<file path="config.mk">
export PLATFORM = sky130hd
export DESIGN_NAME = mmu_table_mem_responder_flat
export DESIGN_NICKNAME = d
export VERILOG_FILES = /design/src/rtl/mmu_pkg.sv /design/src/rtl/mmu_table_mem_responder_if.sv /design/src/rtl/mmu_req_fifo.sv /design/src/rtl/mmu_table_mem_responder.sv /design/src/flat_wrapper.sv
export SDC_FILE = /design/constraint.sdc
export NUM_CORES = 1
export LEC_CHECK = 0
export ABC_AREA = 1
export ABC_CLOCK_PERIOD_IN_PS = 4030
export BUFFER_PORTS_ARGS = -buffer_cell sky130_fd_sc_hd__buf_2
export CAP_MARGIN = 15
export CORE_ASPECT_RATIO = 0.9
export CORE_MARGIN = 3
export CORE_UTILIZATION = 45
export CTS_BUF_LIST = sky130_fd_sc_hd__clkbuf_16
export CTS_CLUSTER_SIZE = 10
export DETAILED_ROUTE_END_ITERATION = 7
export HOLD_SLACK_MARGIN = 0.03
export MAX_ROUTING_LAYER = met4
export PLACE_DENSITY = 0.72
export SLEW_MARGIN = 20
export SYNTH_ARGS = -nofsm -noshare
export SYNTH_HDL_FRONTEND = slang
export SYNTH_SLANG_ARGS = --single-unit
</file>
<file path="constraint.sdc">
create_clock -name iCLOCK -period 4.03 [get_ports iCLOCK]
set_input_delay 0.806 -clock iCLOCK [delete_from_list [all_inputs] [get_ports iCLOCK]]
set_output_delay 0.806 -clock iCLOCK [all_outputs]
set_load 0.005 [all_outputs]
</file>
<file path="src/rtl/mmu_pkg.sv">
// rtl/mmu_pkg.sv - shared encodings for the MMU table-walk memory responder
package mmu_pkg;

  typedef enum logic [1:0] {
    PL_RESP_STT_IDLE  = 2'h0,
    PL_RESP_STT_ISSUE = 2'h1,
    PL_RESP_STT_WAIT  = 2'h2,
    PL_RESP_STT_DRAIN = 2'h3
  } resp_state_t;

  localparam logic [31:0] PL_ALIGN8_MASK = 32'hFFFF_FFF8;

  function automatic logic [31:0] align8(input logic [31:0] addr);
    return addr & PL_ALIGN8_MASK;
  endfunction

endpackage

</file>
<file path="src/rtl/mmu_table_mem_responder_if.sv">
// rtl/mmu_table_mem_responder_if.sv - requester and memory-bus signals of the responder
interface mmu_table_mem_responder_if;

  logic        iREQ_VALID;
  logic        oREQ_LOCK;
  logic [31:0] iREQ_ADDR;
  logic        oRD_VALID;
  logic [63:0] oRD_DATA;
  logic        oBUS_REQ;
  logic        iBUS_BUSY;
  logic [31:0] oBUS_ADDR;
  logic        iBUS_VALID;
  logic [63:0] iBUS_DATA;

  modport slave (
    input  iREQ_VALID, iREQ_ADDR, iBUS_BUSY, iBUS_VALID, iBUS_DATA,
    output oREQ_LOCK, oRD_VALID, oRD_DATA, oBUS_REQ, oBUS_ADDR
  );

  modport master (
    output iREQ_VALID, iREQ_ADDR, iBUS_BUSY, iBUS_VALID, iBUS_DATA,
    input  oREQ_LOCK, oRD_VALID, oRD_DATA, oBUS_REQ, oBUS_ADDR
  );

endinterface

</file>
<file path="src/rtl/mmu_req_fifo.sv">
// rtl/mmu_req_fifo.sv - P_DEPTH x 32 request queue with push/pop/flush
module mmu_req_fifo #(
  parameter  int P_DEPTH = 2,
  localparam int PW      = $clog2(P_DEPTH),
  localparam int CW      = PW + 1
) (
  input  logic          iCLOCK,
  input  logic          inRESET,
  input  logic          iFLUSH,
  input  logic          iPUSH,
  input  logic          iPOP,
  input  logic [31:0]   iDATA,
  output logic [31:0]   oDATA,
  output logic [CW-1:0] oCOUNT,
  output logic          oEMPTY
);

  logic [31:0]   mem [P_DEPTH];
  logic [PW-1:0] wr_ptr;
  logic [PW-1:0] rd_ptr;
  logic [CW-1:0] count;
  logic          full;
  logic          do_push;
  logic          do_pop;

  assign full    = (count == CW'(P_DEPTH));
  assign oEMPTY  = (count == '0);
  assign oCOUNT  = count;
  assign oDATA   = mem[rd_ptr];
  assign do_push = iPUSH && !full && !iFLUSH;
  assign do_pop  = iPOP && !oEMPTY && !iFLUSH;

  always_ff @(posedge iCLOCK) begin
    if (do_push) begin
      mem[wr_ptr] <= iDATA;
    end
  end

  // Pointers wrap naturally because P_DEPTH is a power of two.
  always_ff @(posedge iCLOCK or negedge inRESET) begin
    if (!inRESET) begin
      wr_ptr <= '0;
      rd_ptr <= '0;
      count  <= '0;
    end else if (iFLUSH) begin
      wr_ptr <= '0;
      rd_ptr <= '0;
      count  <= '0;
    end else begin
      if (do_push) wr_ptr <= wr_ptr + PW'(1);
      if (do_pop)  rd_ptr <= rd_ptr + PW'(1);
      case ({do_push, do_pop})
        2'b10:   count <= count + CW'(1);
        2'b01:   count <= count - CW'(1);
        default: count <= count;
      endcase
    end
  end

endmodule

</file>
<file path="src/rtl/mmu_table_mem_responder.sv">
// rtl/mmu_table_mem_responder.sv - queues MMU table reads and serves them one at a time on the memory bus
module mmu_table_mem_responder
  import mmu_pkg::*;
#(
  parameter int P_DEPTH = 2
) (
  input logic                        iCLOCK,
  input logic                        inRESET,
  input logic                        iRESET_SYNC,
  mmu_table_mem_responder_if.slave   bus
);

  localparam int CW = $clog2(P_DEPTH) + 1;

  resp_state_t   state;
  resp_state_t   state_nxt;
  logic [31:0]   b_issue_addr;
  logic          b_rd_valid;
  logic [63:0]   b_rd_data;
  logic [31:0]   q_head;
  logic [CW-1:0] q_count;
  logic          q_empty;
  logic          lock;
  logic          push;
  logic          pop;
  logic          resp_hit;

  assign lock     = (q_count == CW'(P_DEPTH)) || (state == PL_RESP_STT_DRAIN);
  assign push     = bus.iREQ_VALID && !lock;
  assign pop      = (state == PL_RESP_STT_IDLE) && !q_empty && !iRESET_SYNC;
  assign resp_hit = (state == PL_RESP_STT_WAIT) && bus.iBUS_VALID;

  mmu_req_fifo #(.P_DEPTH(P_DEPTH)) u_fifo (
    .iCLOCK  (iCLOCK),
    .inRESET (inRESET),
    .iFLUSH  (iRESET_SYNC),
    .iPUSH   (push),
    .iPOP    (pop),
    .iDATA   (bus.iREQ_ADDR),
    .oDATA   (q_head),
    .oCOUNT  (q_count),
    .oEMPTY  (q_empty)
  );

  always_comb begin
    state_nxt = state;
    if (iRESET_SYNC) begin
      // A flush that lands while the bus still owes a beat must swallow it.
      if ((state == PL_RESP_STT_WAIT && !bus.iBUS_VALID) ||
          (state == PL_RESP_STT_ISSUE && !bus.iBUS_BUSY)) begin
        state_nxt = PL_RESP_STT_DRAIN;
      end else begin
        state_nxt = PL_RESP_STT_IDLE;
      end
    end else begin
      case (state)
        PL_RESP_STT_IDLE:  if (!q_empty)         state_nxt = PL_RESP_STT_ISSUE;
        PL_RESP_STT_ISSUE: if (!bus.iBUS_BUSY)   state_nxt = PL_RESP_STT_WAIT;
        PL_RESP_STT_WAIT:  if (bus.iBUS_VALID)   state_nxt = PL_RESP_STT_IDLE;
        PL_RESP_STT_DRAIN: if (bus.iBUS_VALID)   state_nxt = PL_RESP_STT_IDLE;
        default:                                 state_nxt = PL_RESP_STT_IDLE;
      endcase
    end
  end

  always_ff @(posedge iCLOCK or negedge inRESET) begin
    if (!inRESET) begin
      state        <= PL_RESP_STT_IDLE;
      b_issue_addr <= 32'h0;
      b_rd_valid   <= 1'b0;
      b_rd_data    <= 64'h0;
    end else begin
      state      <= state_nxt;
      b_rd_valid <= resp_hit && !iRESET_SYNC;
      if (pop) begin
        b_issue_addr <= align8(q_head);
      end
      if (resp_hit && !iRESET_SYNC) begin
        b_rd_data <= bus.iBUS_DATA;
      end
    end
  end

  assign bus.oREQ_LOCK = lock;
  assign bus.oRD_VALID = b_rd_valid;
  assign bus.oRD_DATA  = b_rd_data;
  assign bus.oBUS_REQ  = (state == PL_RESP_STT_ISSUE);
  assign bus.oBUS_ADDR = b_issue_addr;

endmodule

</file>
<file path="src/flat_wrapper.sv">
// flat-port wrapper written by rule: the top's interface ports become plain ports
module mmu_table_mem_responder_flat import mmu_pkg::*;
#(
  parameter int P_DEPTH = 2
)
  (iCLOCK, inRESET, iRESET_SYNC, bus_iREQ_VALID, bus_iREQ_ADDR, bus_iBUS_BUSY, bus_iBUS_VALID, bus_iBUS_DATA, bus_oREQ_LOCK, bus_oRD_VALID, bus_oRD_DATA, bus_oBUS_REQ, bus_oBUS_ADDR);
  mmu_table_mem_responder_if bus_i ();
  input logic iCLOCK;
  input logic inRESET;
  input logic iRESET_SYNC;
  input wire logic [$bits(bus_i.iREQ_VALID)-1:0] bus_iREQ_VALID;
  input wire logic [$bits(bus_i.iREQ_ADDR)-1:0] bus_iREQ_ADDR;
  input wire logic [$bits(bus_i.iBUS_BUSY)-1:0] bus_iBUS_BUSY;
  input wire logic [$bits(bus_i.iBUS_VALID)-1:0] bus_iBUS_VALID;
  input wire logic [$bits(bus_i.iBUS_DATA)-1:0] bus_iBUS_DATA;
  output wire logic [$bits(bus_i.oREQ_LOCK)-1:0] bus_oREQ_LOCK;
  output wire logic [$bits(bus_i.oRD_VALID)-1:0] bus_oRD_VALID;
  output wire logic [$bits(bus_i.oRD_DATA)-1:0] bus_oRD_DATA;
  output wire logic [$bits(bus_i.oBUS_REQ)-1:0] bus_oBUS_REQ;
  output wire logic [$bits(bus_i.oBUS_ADDR)-1:0] bus_oBUS_ADDR;
  assign bus_i.iREQ_VALID = bus_iREQ_VALID;
  assign bus_i.iREQ_ADDR = bus_iREQ_ADDR;
  assign bus_i.iBUS_BUSY = bus_iBUS_BUSY;
  assign bus_i.iBUS_VALID = bus_iBUS_VALID;
  assign bus_i.iBUS_DATA = bus_iBUS_DATA;
  assign bus_oREQ_LOCK = bus_i.oREQ_LOCK;
  assign bus_oRD_VALID = bus_i.oRD_VALID;
  assign bus_oRD_DATA = bus_i.oRD_DATA;
  assign bus_oBUS_REQ = bus_i.oBUS_REQ;
  assign bus_oBUS_ADDR = bus_i.oBUS_ADDR;
  mmu_table_mem_responder #(.P_DEPTH(P_DEPTH)) u_core (.iCLOCK(iCLOCK), .inRESET(inRESET), .iRESET_SYNC(iRESET_SYNC), .bus(bus_i));
endmodule
</file>
Word-level counts from Yosys, hierarchy flattened
Memory sizes are Yosys's and may differ from the RTL's. A register that Yosys moved wholly into a read port is not among the register bits.
Cells that the tools add are included.
{ "word_totals": {"reg_bits": 71, "mem_bits_rw": 64, "wordCells": 61, "memories": 1} }
{ "memory_table": {"columns": ["memory", "depth", "word_bits", "read_ports", "rd_ports_with_merged_regs", "write_ports", "line_no", "source"], "rows": [
  ["u_core.u_fifo.mem", 2, 32, 1, 1, 1, "mmu_req_fifo.sv:18", "logic [31:0] mem [P_DEPTH];"]
]} }
{ "classes": {"addsub": 4, "eq_ne": 9, "n_mux": 14, "n_reduce_logical": 27} }
{ "op_table": {"columns": ["cell", "count"], "rows": [
  ["$mux 2", 6],
  ["$logic_and 1x1->1", 11],
  ["$eq 2x2->1 const B", 4],
  ["$logic_not 1->1", 7],
  ["$mux 1", 6],
  ["$ne 3x3->1 const B", 2],
  ["$pmux 2 s3", 1],
  ["$eq 2x1->1 const B", 2],
  ["$logic_not 2->1", 2],
  ["$pmux 2 s2", 1],
  ["$reduce_bool 2->1", 2],
  ["$ne 3x1->1 const B", 1],
  ["$reduce_and 3->1", 1],
  ["$reduce_bool 3->1", 1],
  ["$add 1x1->1 const B", 2],
  ["$add 2x1->2 const B", 1],
  ["$logic_or 1x1->1", 2],
  ["$reduce_or 2->1", 1],
  ["$sub 2x1->2 const B", 1]
]} }

Logic depth before layout (Yosys ltp)
{ "logic_depth": {"depth_word": 9, "ltp_mapped": 8, "depth_no_buf": 8} }

By module
A second synthesis with hierarchy kept.
{ "unflattened": {"cells_unflattened": 643, "area_unflattened_um2": 6393.6} }
{ "by_module_without_submodules": {"columns": ["mod", "instances", "cells_each", "area_per_inst_um2", "seq_area_each_um2"], "rows": [
  ["mmu_table_mem_responder", 1, 439, 3813.7, 2402.3],
  ["mmu_req_fifo", 1, 204, 2580.0, 2021.9]
]} }

Worst setup path before layout
Ideal clock, no wire load.
{ "synth_timing": {"path_type": "input -> register", "startpoint": "input bus_iREQ_VALID", "endpoint": "memory u_core.u_fifo.mem[0][10], enable pin", "setup_ps": 415, "t_arrival_ps": 2363, "setup_slack_ps": 1252, "path_stages": 4, "n_path_buf": 0, "path_cell_list": "nand3_1 -> inv_1 -> nand2_1 -> nor2_1"} }
{ "synth_between": {"elab_chain_len": 5} }
{ "synth_rtl": {"columns": ["item", "line_no", "source"], "rows": [
  ["start: declaration", "flat_wrapper.sv:11", "input wire logic [$bits(bus_i.iREQ_VALID)-1:0] bus_iREQ_VALID;"],
  ["$logic_and 1x1->1", "mmu_table_mem_responder.sv:29", "assign push = bus.iREQ_VALID && !lock;"],
  ["$logic_and 1x1->1 (2 in a row)", "mmu_req_fifo.sv:30", "assign do_push = iPUSH && !full && !iFLUSH;"],
  ["$mux 1", "mmu_req_fifo.sv:34", "if (do_push) begin"],
  ["$mux 1 (not written as such)", "mmu_req_fifo.sv:35", "mem[wr_ptr] <= iDATA;"],
  ["end: declaration", "mmu_req_fifo.sv:18", null]
]} }
No other way between the ends.

Worst setup path after layout
{ "layout_timing": {"startpoint": "register u_core.u_fifo.count[0], in the netlist u_core.u_fifo.oCOUNT[0]", "endpoint": "memory u_core.u_fifo.mem[0][24], enable pin"} }
{ "layout_between": {"elab_chain_len": 8} }
{ "layout_rtl": {"columns": ["item", "line_no", "source"], "rows": [
  ["start: declaration", "mmu_req_fifo.sv:21", "logic [CW-1:0] count;"],
  ["start signal: assignment", "mmu_req_fifo.sv:53", "2'b10: count <= count + CW'(1);"],
  ["start signal: assignment", "mmu_req_fifo.sv:54", "2'b01: count <= count - CW'(1);"],
  ["start signal: assignment", "mmu_req_fifo.sv:55", "default: count <= count;"],
  ["$eq 2x2->1 *", "mmu_req_fifo.sv:26, mmu_table_mem_responder.sv:28", null],
  ["$logic_or 1x1->1", "mmu_table_mem_responder.sv:28", "assign lock = (q_count == CW'(P_DEPTH)) || (state == PL_RESP_STT_DRAIN);"],
  ["$logic_not 1->1", "mmu_table_mem_responder.sv:29", null],
  ["$logic_and 1x1->1", "mmu_table_mem_responder.sv:29", null],
  ["$logic_and 1x1->1 * (2 in a row)", "mmu_req_fifo.sv:30", null],
  ["$mux 1 *", "mmu_req_fifo.sv:34", null],
  ["$mux 1 (not written as such) *", "mmu_req_fifo.sv:35", null]
]} }
Every way passes the cells marked *; elsewhere a longest branch is shown, timed or not.

==> metrics.cfg <==
[outcome]
status = complete, no violations

[worst_setup_path]
crit_required_ns = 4.08
crit_type = flip-flop to flip-flop
crit_path_max_fanout = 29
r2r-start = u_core.u_fifo.oCOUNT[0]
crit_slowest_cell = nor2_4
rr_worst_depth = 6
reg2reg_to = u_core.u_fifo.mem[0][24]
crit_path_start_kind = flip-flop
ff2ff_setup_slack_ns = 1.92
cp_cell_sequence = inv_1 > nand2_1 > nand3_1 > inv_1 > nand2_1 > nor2_4
end_kind = flip-flop
max_stage_delay_ns = 0.68
arrival_ns = 2.15

[power]
power_density_mw_per_mm2 = 730.2
leakage_nw = 3.971
finalPower_mw = 5.644
ir_drop_uv = 445.4

[route]
wl_per_cell_um = 13.89
routed_wl_mm = 13.23
first_pass_iters = 5
vias = 4487
vias_per_cell = 4.713
first_iter_violations = 226
antenna_left = 0
drc = 0

[cts]
worstSkewPairLatency_ns = 0.42
cts_resized = 0
cts_setup_buffers = 0
clkTransAtPathRegs_ns = 0.07
cts_max_level = 4
clk_path_buf_depth = 2
clock_sinks = 158
cts_tree = done
cts.hold.buffers_added = 0
numCtsBuffers = 17
root_buffer = clkbuf_16

[placement]
placed_area_mm2 = 0.007113
dp_cells = 919
gp_congestion = 0.8328
dp_hpwl_mm = 8.870
place.port_buffers = 194

[timing]
setup_viol = 0
slew_violations = 0
layout_min_cycle_time_ns = 2.107
fin_skew_ns = 0.009984
slew_headroom_pct = 32.70
fin_tns_setup_ns = 0
finalHoldViolations = 0
rsz0062_at_grt = no
max_freq_mhz = 474.5
period_share_pct = 52.30
worst_pin_slew_ns = 1.009

[finish]
final_area_mm2 = 0.007730
layout-drive-gt1-share_pct = 31.51
stdcell_count = 952
synthToLayoutAreaGrowth_pct = 26.57
final_util_pct = 59.55
n_fill_cell = 1060
multiInputGateArea_mm2 = 0.001520
regArea_mm2 = 0.004245
nNetsFinal = 876

[floorplanning]
core_area_mm2 = 0.01298
die_h_um = 116.5
io_pins = 201
initial_core_util_pct = 47.05
fp.dieArea_mm2 = 0.01501
die_x_um = 128.8
rows = 39

[global_route]
grt_start_max_net_pins = 84
grt_pass1_vias = 4221
antenna_found_initial = 0
grt_pass1_wl_mm = 20.44
overflow = 0
track_usage_pct = 18.22

[synth]
ys_warn_count = 0
synth-seq-cells = 158
ys_seq_area_share_pct = 69.49
syn_area_mm2 = 0.006107
synth_top_area_share_pct = 40.98
ys_types = 22
yosysTopAreaCell = dfrtp_1
synth_cells = 587
avgSynthCellArea_um2 = 10.40
synth_area_leaders = dfrtp_1 41%, edfxtp_1 29%, nand2_1 17%, o21ai_0 3.8%, inv_1 2.3%

[worst_hold_path]
min_path_type = input pin to asynchronous set/reset pin

[job]
cap_violations = 0

[sequential cells by signal, indices dropped and copies added (netlist names)]
register	count
u_core.u_fifo.oCOUNT	2
u_core.bus.oBUS_ADDR	29
u_core.u_fifo.rd_ptr	1
u_core.bus.oRD_DATA	64
u_core.u_fifo.wr_ptr	1
u_core.state	2
u_core.bus.oRD_VALID	1
u_core.u_fifo.mem	58
[layout make-up]
type | count | share of cell area (%)
multi-input cells | 360 | 19.67
clock buffers | 17 | 5.503
diodes | 1 | 0.03237
clock inverters | 15 | 2.396
repair buffers | 196 | 12.84
flip-flops and latches | 158 | 54.92
inverters | 41 | 1.991
well taps | 164 | 2.655
[worst max-delay path by stage]
stage               depth (start not counted)                  endpoint  slack (ns)                     from
global placement                            5  u_core.u_fifo.mem[0][13]        1.55           bus_iREQ_VALID
CTS                                         6  u_core.u_fifo.mem[0][24]        1.87  u_core.u_fifo.oCOUNT[0]
floorplan                                   4  u_core.u_fifo.mem[0][10]        1.25           bus_iREQ_VALID
detailed placement                          5  u_core.u_fifo.mem[0][31]        1.52           bus_iREQ_VALID
global route                                6  u_core.u_fifo.mem[0][24]        1.69  u_core.u_fifo.oCOUNT[0]
finish                                      6  u_core.u_fifo.mem[0][24]        1.92  u_core.u_fifo.oCOUNT[0]
[stage by stage]
step           hold WS [ns]  setup WS [ns]
6_report             0.4369          1.923
5_1_grt              0.4949          1.694
4_1_cts              0.4767          1.875
3_5_place_dp         0.4594          1.521
3_3_place_gp         0.4567          1.547
2_1_floorplan        0.4580          1.252
[logic make-up (layout without fill, tap and decap cells)]
group / count (synthesis) / count (layout) / share of synthesized area (%)
AND/OR/NAND/NOR: 294 / 294 / 18.52
flip-flops: 158 / 158 / 69.49
other: 1 / 4 / 0.06140
AO/OA/AOI/OAI: 62 / 62 / 5.716
buffers and inverters: 71 / 269 / 6.064
XOR/XNOR: 1 / 1 / 0.1434
[Yosys cell counts (all sizes together)]
cell type and n:
buf 23, nand2 273, xnor2 1, nand3b 1, dfrtp 100, clkbuf 7, o21ai 60, edfxtp 58
conb 1, a21oi 1, nor2 9, o22ai 1, nand4 2, nand3 9, inv 41
[worst max-delay path, delay by kind of cell, from the launching register on]
| kind | cells | cell delay [ns] |
|---|---|---|
| buffers and inverters | 2 | 0.24 |
| AND/OR/NAND/NOR | 4 | 1.07 |
| flip-flops | 1 | 0.42 |
[per-layer routing]
metal	vias up	GRT usage [%]	share of wire, %
met5	-	-	0
li1	2222	-	-
met4	0	8.118	2.0
met3	22	6.539	9.0
met2	185	27.80	47
met1	2058	21.96	42
[power breakdown]
group	switching (mW)	internal, mW	leakage (nW)
Combinational	0.831	0.652	1.89
Clock	0.647	0.982	0.288
Sequential	0.326	2.21	1.79
[layout by cell type, fill, tap and decap left out, drive strengths merged]
cell type	count
a21oi	1
conb	3
inv	45
buf	196
nand4	2
bufinv	3
clkbuf	17
nand3b	1
edfxtp	58
nor2	9
nand3	9
o21ai	60
o22ai	1
nand2	273
dfrtp	100
clkinv	4
xnor2	1
clkinvlp	4
diode	1
Power figures use the tool's default switching activity.
